==> src/rtl/multicycle_controller.sv <==
// Multi-cycle minisys-32 control unit: decodes op/func and sequences FETCH/DECODE/EXEC/MEM/WB.
// Latency: j/jr/branch 3, R/I/jal/sw 4, lw 5 cycles; each mem_ready-low cycle adds 1.
// Backpressure: stalls in FETCH/MEM until mem_ready; watchdog halts with bus_err after MEM_TIMEOUT waits.
module multicycle_controller #(
    parameter int MEM_TIMEOUT = 15,
    parameter int RETIRE_W    = 32
) (
    input  logic                clk,
    input  logic                rst,
    input  logic [31:0]         inst,
    input  logic                zero,
    input  logic                mem_ready,
    output logic                mem_req,
    output logic                mem_we,
    output logic                ir_write,
    output logic                pc_write,
    output logic [1:0]          pc_src,
    output logic                reg_write,
    output logic                reg_dst,
    output logic                mem_to_reg,
    output logic                alu_src,
    output logic                sftmd,
    output logic                i_format,
    output logic                jr,
    output logic                jmp,
    output logic                jal,
    output logic                branch,
    output logic                nbranch,
    output logic [1:0]          alu_op,
    output logic [2:0]          state,
    output logic                bus_err,
    output logic                halted,
    output logic [RETIRE_W-1:0] retired
);

    localparam int WD_W = (MEM_TIMEOUT > 0) ? $clog2(MEM_TIMEOUT + 1) : 1;
    localparam logic [WD_W-1:0] WD_LIMIT = WD_W'(MEM_TIMEOUT);

    typedef enum logic [2:0] {
        S_FETCH  = 3'd0,
        S_DECODE = 3'd1,
        S_EXEC   = 3'd2,
        S_MEM    = 3'd3,
        S_WB     = 3'd4,
        S_HALT   = 3'd7
    } state_t;

    state_t              st;
    logic [WD_W-1:0]     wd_cnt;
    logic                bus_err_q;
    logic [RETIRE_W-1:0] retired_q;

    logic dec_rtype, dec_jr, dec_sftmd, dec_ifmt, dec_lw, dec_sw;
    logic dec_beq, dec_bne, dec_j, dec_jal;

    logic [5:0] op;
    logic [5:0] func;
    logic       is_rtype, is_lw, is_sw, is_beq, is_bne, is_j, is_jal, is_ifmt, is_legal;
    logic       unused_inst;

    assign op          = inst[31:26];
    assign func        = inst[5:0];
    assign unused_inst = ^inst[25:6];

    assign is_rtype = (op == 6'b000000);
    assign is_lw    = (op == 6'b100011);
    assign is_sw    = (op == 6'b101011);
    assign is_beq   = (op == 6'b000100);
    assign is_bne   = (op == 6'b000101);
    assign is_j     = (op == 6'b000010);
    assign is_jal   = (op == 6'b000011);
    assign is_ifmt  = (op[5:3] == 3'b001);
    assign is_legal = is_rtype | is_lw | is_sw | is_beq | is_bne | is_j | is_jal | is_ifmt;

    logic       wait_st;
    logic       wd_expire;
    logic       retire;
    logic [1:0] pc_sel;

    assign wait_st   = (st == S_FETCH) || (st == S_MEM);
    assign wd_expire = (MEM_TIMEOUT != 0) && wait_st && !mem_ready && (wd_cnt == WD_LIMIT);

    always_comb begin
        retire = 1'b0;
        pc_sel = 2'b00;
        case (st)
            S_EXEC: begin
                if (dec_j) begin
                    retire = 1'b1;
                    pc_sel = 2'b10;
                end else if (dec_jr) begin
                    retire = 1'b1;
                    pc_sel = 2'b11;
                end else if (dec_beq) begin
                    retire = 1'b1;
                    pc_sel = zero ? 2'b01 : 2'b00;
                end else if (dec_bne) begin
                    retire = 1'b1;
                    pc_sel = zero ? 2'b00 : 2'b01;
                end
            end
            S_MEM: retire = mem_ready && dec_sw;
            S_WB: begin
                retire = 1'b1;
                if (dec_jal) pc_sel = 2'b10;
            end
            default: ;
        endcase
    end

    always_ff @(posedge clk) begin
        if (rst) begin
            st        <= S_FETCH;
            wd_cnt    <= '0;
            bus_err_q <= 1'b0;
            retired_q <= '0;
            dec_rtype <= 1'b0;
            dec_jr    <= 1'b0;
            dec_sftmd <= 1'b0;
            dec_ifmt  <= 1'b0;
            dec_lw    <= 1'b0;
            dec_sw    <= 1'b0;
            dec_beq   <= 1'b0;
            dec_bne   <= 1'b0;
            dec_j     <= 1'b0;
            dec_jal   <= 1'b0;
        end else begin
            case (st)
                S_FETCH: begin
                    if (mem_ready)      st <= S_DECODE;
                    else if (wd_expire) st <= S_HALT;
                end
                S_DECODE: begin
                    st        <= is_legal ? S_EXEC : S_HALT;
                    dec_rtype <= is_rtype;
                    dec_jr    <= is_rtype && (func == 6'b001000);
                    dec_sftmd <= is_rtype && (func[5:3] == 3'b000);
                    dec_ifmt  <= is_ifmt;
                    dec_lw    <= is_lw;
                    dec_sw    <= is_sw;
                    dec_beq   <= is_beq;
                    dec_bne   <= is_bne;
                    dec_j     <= is_j;
                    dec_jal   <= is_jal;
                end
                S_EXEC: begin
                    if (retire)                 st <= S_FETCH;
                    else if (dec_lw || dec_sw)  st <= S_MEM;
                    else                        st <= S_WB;
                end
                S_MEM: begin
                    if (retire)         st <= S_FETCH;
                    else if (mem_ready) st <= S_WB;
                    else if (wd_expire) st <= S_HALT;
                end
                S_WB:    st <= S_FETCH;
                S_HALT:  st <= S_HALT;
                default: st <= S_HALT;
            endcase

            // Counts consecutive stall cycles; any non-waiting cycle or handshake rearms it.
            if (wait_st && !mem_ready && (MEM_TIMEOUT != 0)) wd_cnt <= wd_cnt + WD_W'(1);
            else                                           wd_cnt <= '0;

            if (wd_expire) bus_err_q <= 1'b1;
            if (retire)    retired_q <= retired_q + RETIRE_W'(1);
        end
    end

    logic dec_act;
    assign dec_act = !rst && ((st == S_EXEC) || (st == S_MEM) || (st == S_WB));

    assign mem_req    = !rst && wait_st;
    assign mem_we     = !rst && (st == S_MEM) && dec_sw;
    assign ir_write   = !rst && (st == S_FETCH) && mem_ready;
    assign pc_write   = !rst && retire;
    assign pc_src     = rst ? 2'b00 : pc_sel;
    assign reg_write  = !rst && (st == S_WB);
    assign reg_dst    = dec_act && dec_rtype;
    assign mem_to_reg = dec_act && dec_lw;
    assign alu_src    = dec_act && (dec_ifmt || dec_lw || dec_sw);
    assign sftmd      = dec_act && dec_sftmd;
    assign i_format   = dec_act && dec_ifmt;
    assign jr         = dec_act && dec_jr;
    assign jmp        = dec_act && dec_j;
    assign jal        = dec_act && dec_jal;
    assign branch     = dec_act && dec_beq;
    assign nbranch    = dec_act && dec_bne;
    assign alu_op     = dec_act ? {dec_rtype || dec_ifmt, dec_beq || dec_bne} : 2'b00;
    assign state      = rst ? 3'd0 : st;
    assign bus_err    = !rst && bus_err_q;
    assign halted     = !rst && (st == S_HALT);
    assign retired    = rst ? '0 : retired_q;

endmodule

==> config.mk <==
export PLATFORM = sky130hd
export DESIGN_NAME = multicycle_controller
export DESIGN_NICKNAME = d
export VERILOG_FILES = /design/src/rtl/multicycle_controller.sv
export SDC_FILE = /design/constraint.sdc
export NUM_CORES = 1
export LEC_CHECK = 0
export ABC_CLOCK_PERIOD_IN_PS = 5700
export BUFFER_PORTS_ARGS = -buffer_cell sky130_fd_sc_hd__buf_2
export CORE_ASPECT_RATIO = 0.5
export CORE_MARGIN = 4
export CORE_UTILIZATION = 30
export CTS_BUF_LIST = sky130_fd_sc_hd__clkbuf_8
export CTS_CLUSTER_SIZE = 8
export DETAILED_ROUTE_END_ITERATION = 8
export SYNTH_ARGS = -nofsm -noshare
export SYNTH_HDL_FRONTEND = slang
export SYNTH_SLANG_ARGS = --single-unit
==> constraint.sdc <==
create_clock -name clk -period 5.7 [get_ports clk]
set_clock_uncertainty 0.15 [all_clocks]
set_input_delay 0.285 -clock clk [delete_from_list [all_inputs] [get_ports clk]]
set_output_delay 0.285 -clock clk [all_outputs]
set_load 0.1 [all_outputs]
==> key figures, run 1 <==
Timing
  – Min Tclk post-route: roughly 3300 ps
  – TNS Setup: 0 ps
  – Final worst slack: approximately 2400 ps
  – Setup-failing EPs final: 0
  – Final Max Tran Viols: 0
  – RSZ-0062 raised after global routing: no
  – Worst Tran Pin Value: 835 ps
  – Max_slew headroom: between 40 and 50%
  – Hold violation total from the final report: 0
  – Final Cycle Share: a little under three fifths
  – FMAX: slightly above 300 MHz

Die
  – Starting density of the core: a little under a third
  – Die W: approximately 150 um
  – Die ar.: about 0.011 sq mm
  – Die height: ~77 um
  – I/O pin count: 92
  – Core area: 0.00895 sq mm
  – Site row count: 24

Logic synthesis
  – Cell area after synthesis: 0.00283 sq mm
  – Leading cell types by total area after synthesis: dfxtp_1 (35%), nor2b_1 (7.7%), nor2_1 (5.2%)
  – Sequential area share after synthesis: 35.4%
  – Synthesized netlist cell count: 356
  – Number of synthesized flops with an enable pin: 0
  – Post-synth top cells: dfxtp_1 (50), nor2_1 (39), nor2b_1 (35), nand2_1 (31), a21oi_1 (25)
  – Post-synth net total: between 300 and 400
  – Total number of yosys warnings: 0
  – Synth top area share: between 30% and 40%
  – Syn avg cell area: between 7 and 8 sq um
  – Async set-reset flop share out of synthesis: 0%
  – Netlist cell types: 54
  – #FFs+latches synth: 50
  – Synth area leader: dfxtp_1
  – Most frequent cell after synthesis: dfxtp_1
  – Main synth FF type: dfxtp_1

Critical path
  – Req. time, crit path: between 5000 and 6000 ps
  – Critical Path Sink: pc_write
  – Setup slack, reg-to-reg: about 3200 ps
  – Slowest CP cell: a21oi_1
  – Reg2Reg Depth: 5
  – CP Capture Type: primary output
  – Crit path DAT: around 2800 ps
  – Reg2reg start: st[1]
  – Crit-path max cell delay: 750 ps
  – Setup CP Type: reg2out
  – Reg-to-reg endpoint: retired_q[29]
  – CP startpoint kind: register
  – Worst Setup SP: st[0]
  – Worst-path cell chain: nor2_2 -> nand2_1 -> a21oi_1 -> nor2b_1 -> buf_2
  – CP max FO: 17

Pwr
  – Peak supply drop: about 0.10 mV
  – Power density over cell area: 291 mW/mm^2
  – Leak: roughly 1.4 nW

Finish
  – Footprint of the multi-input gates: ~0.0017 sq mm
  – Filler cells: roughly 980
  – Register Area: 0.00100 sq mm
  – Final Instance Count excl. Fillers: ~540
  – Max reg flops: 32
  – Layout area overhead: 18.9%
  – Number of diodes: 0
  – Largest regs: retired_q (32), wd_cnt (4), st (3)
  – Biggest register: retired_q
  – Layout cells sized above 1: between 20% and 30%
  – Final layout net count: around 460

Clock tree
  – Num CTS Buffers: 5
  – H-tree levels: 2
  – Worst-Skew Late Latency: between 300 and 400 ps
  – Root Driver: clkbuf_8
  – Clock sink count: 50
  – CTS clk-pin slew, worst paths: roughly 90 ps
  – Hold buffer count at CTS: 0
  – Post-CTS sizing: 0
  – Setup Buffers After CTS: 0
  – Clk buf depth: 2
  – TritonCTS clock tree: done

Global routing
  – GRT Total Usage: a little over an eighth
  – Initial antenna violation count: 0
  – GR Overflow Total: 0
  – Pin count of the biggest net entering global routing: 57
  – First-pass GRT wire length: around 12,000 um
  – Vias in the first global route: 2,553

Route
  – Drt first-iter violations: about 190
  – Routed Antenna Nets: 0
  – Drc violations: 0
  – Via Count: between 2,000 and 3,000
  – Post-DR vias/cell: between 5 and 6
  – Final wirelength: about 7300 um
  – DR WL/cell: 13.6 um
  – Initial DRT Pass Iterations: 4

Place
  – Port buffer count: between 70 and 80
  – DP Cell Count: about 530
  – HPWL after DPL: about 5300 um
  – Place WS: around 2800 ps
  – Placer Congestion: ~0.77

Run
  – Maxcap violations: 0

Status
  – Status: finished clean

Hold path
  – Hold path start: inst[0]
  – Hold crit path type: in2reg
[worst min path at each step]
| stage | endpoint | slack (ps) | cells after the start |
|---|---|---|---|
| after CTS | dec_jr | 60 | 3 |
| final | dec_jr | 70 | 3 |
| after floorplan | wd_cnt[0] | 270 | 1 |
| after global placement | wd_cnt[0] | 280 | 1 |
| after detailed placement | wd_cnt[0] | 300 | 1 |
| after global routing | dec_jr | 70 | 3 |
[logic make-up after synthesis]
group,count (synthesis),synth area share [%]
simple gates,190,37.0
mux,3,1.19
xor+xnor,17,5.26
compound gates,73,17.3
fa+ha+maj,2,0.884
buf+inv,21,3.00
flops,50,35.4
[where the power goes]
group / internal (W) / leakage, nW / switching (W) / total (W)
Clock: 0.0000965 / 0.0524 / 0.000122 / 0.000218
Combinational: 0.0000859 / 0.901 / 0.000254 / 0.000340
Sequential: 0.000367 / 0.404 / 0.0000545 / 0.000421
[critical path, delay by kind of cell, from the launching register on]
kind | cells | cell delay, ps
buffers and inverters | 1 | 450
AOI/OAI and AO/OA | 1 | 750
DFF | 1 | 550
and+or+nand+nor | 3 | 760
[per-stage QoR]
| stage | area, sq um | utilization, % | hold slack (ps) | total power (W) |
|---|---|---|---|---|
| floorplan | 2830 | - | 268 | 0.000707 |
| global placement | 3270 | 36.6 | 285 | 0.000767 |
| detailed placement | 3270 | 36.6 | 298 | 0.000768 |
| CTS | 3370 | 37.6 | 60.4 | 0.000988 |
| global route | 3370 | 37.6 | 69.2 | 0.00104 |
| finish | 3370 | 37.6 | 66.0 | 0.000980 |
[placed cells by master (no fill, tap or decap), types with 9 or more instances in the layout]
master / netlist / final
a21oi_1: 25 / 25
and2_1: 10 / 10
buf_2: 2 / 71
dfxtp_1: 50 / 50
nand2_1: 31 / 31
nand3_1: 11 / 11
nor2_1: 39 / 39
nor2b_1: 35 / 35
o21ai_0: 11 / 11
or3_1: 9 / 9
or4_1: 10 / 10
xor2_1: 10 / 10
[per-layer routing]
metal | GRT usage, % | share of wire [%] | vias to the layer above
li1 | - | - | 1389
met1 | 17.3 | 49 | 1258
met2 | 21.3 | 45 | 46
met3 | 3.53 | 4.6 | 8
met4 | 3.88 | 1.1 | 0
met5 | 0 | 0 | -
[layout make-up]
cell class,count,area share (%)
Inverter,5,0.558
Multi-Input combinational cell,285,51.9
Sequential cell,50,29.7
Timing Repair Buffer,72,10.8
Clock inverter,2,0.260
Clock buffer,6,2.45
Tap cell,117,4.35
Power figures use the tool's default switching activity.
==> run 2, diff against run 1 <==
--- a/config.mk
+++ b/config.mk
@@ -5,7 +5,8 @@
 export SDC_FILE = /design/constraint.sdc
 export NUM_CORES = 1
 export LEC_CHECK = 0
-export ABC_CLOCK_PERIOD_IN_PS = 5700
+export ABC_AREA = 1
+export ABC_CLOCK_PERIOD_IN_PS = 3000
 export BUFFER_PORTS_ARGS = -buffer_cell sky130_fd_sc_hd__buf_2
 export CORE_ASPECT_RATIO = 0.5
 export CORE_MARGIN = 4
==> constraint.sdc (replaced) <==
create_clock -name clk -period 3 [get_ports clk]
set_clock_uncertainty 0.15 [all_clocks]
set_input_delay 0.15 -clock clk [delete_from_list [all_inputs] [get_ports clk]]
set_output_delay 0.15 -clock clk [all_outputs]
set_load 0.1 [all_outputs]
==> key figures, run 2 <==
Pwr
  – P_int: 0.00113 W (+110%)
  – Sequential share of power: 35.4% (-7.6 points)
  – Logic pwr share: 46.5% (+12 points)
  – Clock group share of total power: 18.0% (-4.3 points)
  – Leak: 1.65 nW (+22%)
  – Power density over cell area: 595 mW/mm^2 (+100%)
  – Switching pwr: 0.00117 W (+170%)
  – Sw Share: 50.8% (+6.8 points)
  – Peak supply drop: 0.360 mV (+260%)

Finish
  – Largest regs: retired_q (32), wd_cnt (4), st (3)
  – Filler cells: 1,164 (+19%)
  – Final instance area: 0.00387 sq mm (+15%)
  – Layout cells sized above 1: 16.7% (-4.5 points)
  – Final layout net count: 673 (+47%)
  – Number of diodes: 0 (unchanged)
  – Biggest register: retired_q
  – Most frequent cells in the layout: nand2_1 (163), nor2_1 (127), inv_1 (71), buf_2 (71), dfxtp_1 (50)
  – Layout area overhead: 19.0%
  – Commonest non-fill, non-tap cell in the layout: nand2_1
  – Max reg flops: 32 (unchanged)

Route
  – Via Count: 3,546 (+31%)
  – Drc violations: 0 (unchanged)
  – Final wirelength: 8970 um (+23%)
  – Routed Antenna Nets: 0 (unchanged)
  – Post-DR vias/cell: 4.58 (-8.9%)
  – DR WL/cell: 11.6 um (-15%)
  – Initial DRT Pass Iterations: 4 (unchanged)
  – Drt first-iter violations: 224 (+19%)

Global routing
  – Vias in the first global route: 3,319 (+30%)
  – GR Overflow Total: 0 (unchanged)
  – Pin count of the biggest net entering global routing: 36 (-37%)
  – Initial antenna violation count: 0 (unchanged)
  – GRT Total Usage: 14.6% (+1.4 points)
  – First-pass GRT wire length: 15,300 um (+24%)

Die
  – Core area: 0.0104 sq mm (+16%)
  – I/O pin count: 92 (unchanged)
  – Site row count: 26 (+8.3%)
  – Die ar.: 0.0127 sq mm (+14%)
  – Starting density of the core: 31.3% (-0.31 points)
  – Die W: 155 um (+6.8%)
  – Die height: 81.6 um (+6.4%)

Critical path
  – Reg2reg start: st[0]
  – Setup slack, reg-to-reg: 740 ps (-2460 ps)
  – Setup CP Type: reg2out
  – Crit path DAT: 2090 ps (-740 ps)
  – CP Capture Type: primary output
  – CP startpoint kind: register
  – CP max FO: 12 (-5)
  – Reg-to-reg endpoint: dec_jr
  – Reg2Reg Depth: 8 (+3)
  – Req. time, crit path: 2700 ps (-2570 ps)

Logic synthesis
  – Sequential area share after synthesis: 30.8% (-4.6 points)
  – Synthesized netlist cell count: 564 (+58%)
  – Netlist cell types: 33 (-39%)
  – Number of synthesized flops with an enable pin: 0 (unchanged)
  – Syn avg cell area: 5.77 sq um (-28%)
  – Async set-reset flop share out of synthesis: 0% (unchanged)
  – Synth top area share: 30.8% (-4.6 points)
  – #FFs+latches synth: 50 (unchanged)
  – Post-synth top cells: nand2_1 (163), nor2_1 (130), inv_1 (71), dfxtp_1 (50), a21oi_1 (41)
  – Most frequent cell after synthesis: nand2_1
  – Synth area leader: dfxtp_1
  – Main synth FF type: dfxtp_1
  – Cell area after synthesis: 0.00325 sq mm (+15%)
  – Leading cell types by total area after synthesis: dfxtp_1 (31%), nand2_1 (19%), nor2_1 (15%)
  – Post-synth net total: 602 (+53%)
  – Total number of yosys warnings: 0 (unchanged)

Hold path
  – Hold Path Depth: 4 (+1)
  – Hold path start: inst[26]
  – Hold crit path type: in2reg
  – Hold EP: dec_sftmd

Timing
  – Max_slew headroom: 67.0% (+23 points)
  – RSZ-0062 raised after global routing: no
  – TNS Setup: 0 ps (unchanged)
  – Worst Tran Pin Value: 499 ps (-337 ps)
  – FMAX: approximately 420 MHz
  – Final Max Tran Viols: 0 (unchanged)
  – Hold violation total from the final report: 0 (unchanged)
  – Setup-failing EPs final: 0 (unchanged)
  – Min Tclk post-route: 2390 ps
  – Final Cycle Share: approximately four fifths

Place
  – Placed Area: 0.00374 sq mm (+14%)
  – Port buffer count: 71 (unchanged)
  – HPWL after DPL: 6800 um (+28%)
  – Placer Congestion: 0.841 (+8.6%)

Run
  – Maxcap violations: 0 (unchanged)

Clock tree
  – Root Driver: clkbuf_8
  – Post-CTS sizing: 0 (unchanged)
  – Num CTS Buffers: 5 (unchanged)
  – Setup Buffers After CTS: 0 (unchanged)
  – TritonCTS clock tree: done
  – Clk buf depth: 2 (unchanged)
  – H-tree levels: 2 (unchanged)
  – Clock sink count: 50 (unchanged)
  – Worst-Skew Late Latency: 320 ps (about the same)
  – CTS clk-pin slew, worst paths: 100 ps (about the same)

Status
  – Status: finished clean
run 2: cell count changes in the layout (fill, tap and decap cells not counted), moves of 10 or more:
cell,previous run,this run
a21oi_1,25,41
and2_1,10,0
inv_1,5,71
nand2_1,31,163
nand3_1,11,26
nor2_1,39,127
nor2b_1,35,0
or4_1,10,0
run 2: metal layers:
metal	global-route usage, %	up-vias	wire length [um]
li1	-	1882	-
met1	18.9	1608	4530
met2	25.5	51	4060
met3	3.16	5	314
met4	2.88	0	59
met5	0	-	0
run 2: stage by stage:
stage / instances / hold WS, ps / setup WS, ps / power (W) / utilization, %
floorplan: 564 / 168 / 6.05 / 0.00175 / -
global placement: 763 / 274 / 960 / 0.00189 / 36.0
detailed placement: 763 / 277 / 959 / 0.00190 / 36.0
CTS: 774 / 1.16 / 583 / 0.00232 / 37.3
global route: 774 / 65.7 / 371 / 0.00245 / 37.3
finish: 774 / 15.1 / 612 / 0.00230 / 37.3
run 2: timing repair:
item	4_1_cts	5_1_grt
endpoints found under the hold margin	3	0
endpoints found under the setup margin	0	0
hold buffers	5	0
run 2: cell type report:
type                       count  area, sq um  share of cell area [%]
multi-input combinational    419         1870                    48.4
sequential                    50         1000                    25.9
timing repair buffer          81          443                    11.4
inverter                      78          295                    7.63
tap                          140          175                    4.53
clock buffer                   6         82.6                    2.13
run 2: power by group through the flow:
stage	Clock, W	Sequential (W)	Combinational (W)
after floorplan	0	0.000797	0.000948
after global placement	0	0.000830	0.00106
after detailed placement	0	0.000830	0.00107
after CTS	0.000431	0.000815	0.00108
after global routing	0.000447	0.000828	0.00118
final	0.000415	0.000816	0.00107
run 2: how the worst max path moves through the flow:
stage	startpoint	end
2_1_floorplan	st[1]	ir_write
3_3_place_gp	rst	i_format
3_5_place_dp	rst	i_format
4_1_cts	st[1]	alu_src
5_1_grt	st[1]	alu_op[1]
6_report	st[1]	alu_src
run 2: critical path: stages (launching register included):
cell and delay (ps):
dfxtp_1 430, nor2_2 180, inv_2 70, nor2_4 110
inv_1 80, nand2_1 60, nand2_1 200, a21oi_1 180
buf_2 440
run 2: cells by family (layout without fill, tap and decap cells):
logic type                 after synthesis  in the layout  share of synthesized area, %
AOI/OAI and AO/OA                       60             60                          9.66
xor gates and xnor gates                 5              5                          1.35
DFF                                     50             50                          30.8
and+or+nand+nor                        352            352                          45.4
buffers and inverters                   95            165                          12.0
adders and majority gates                2              2                         0.769
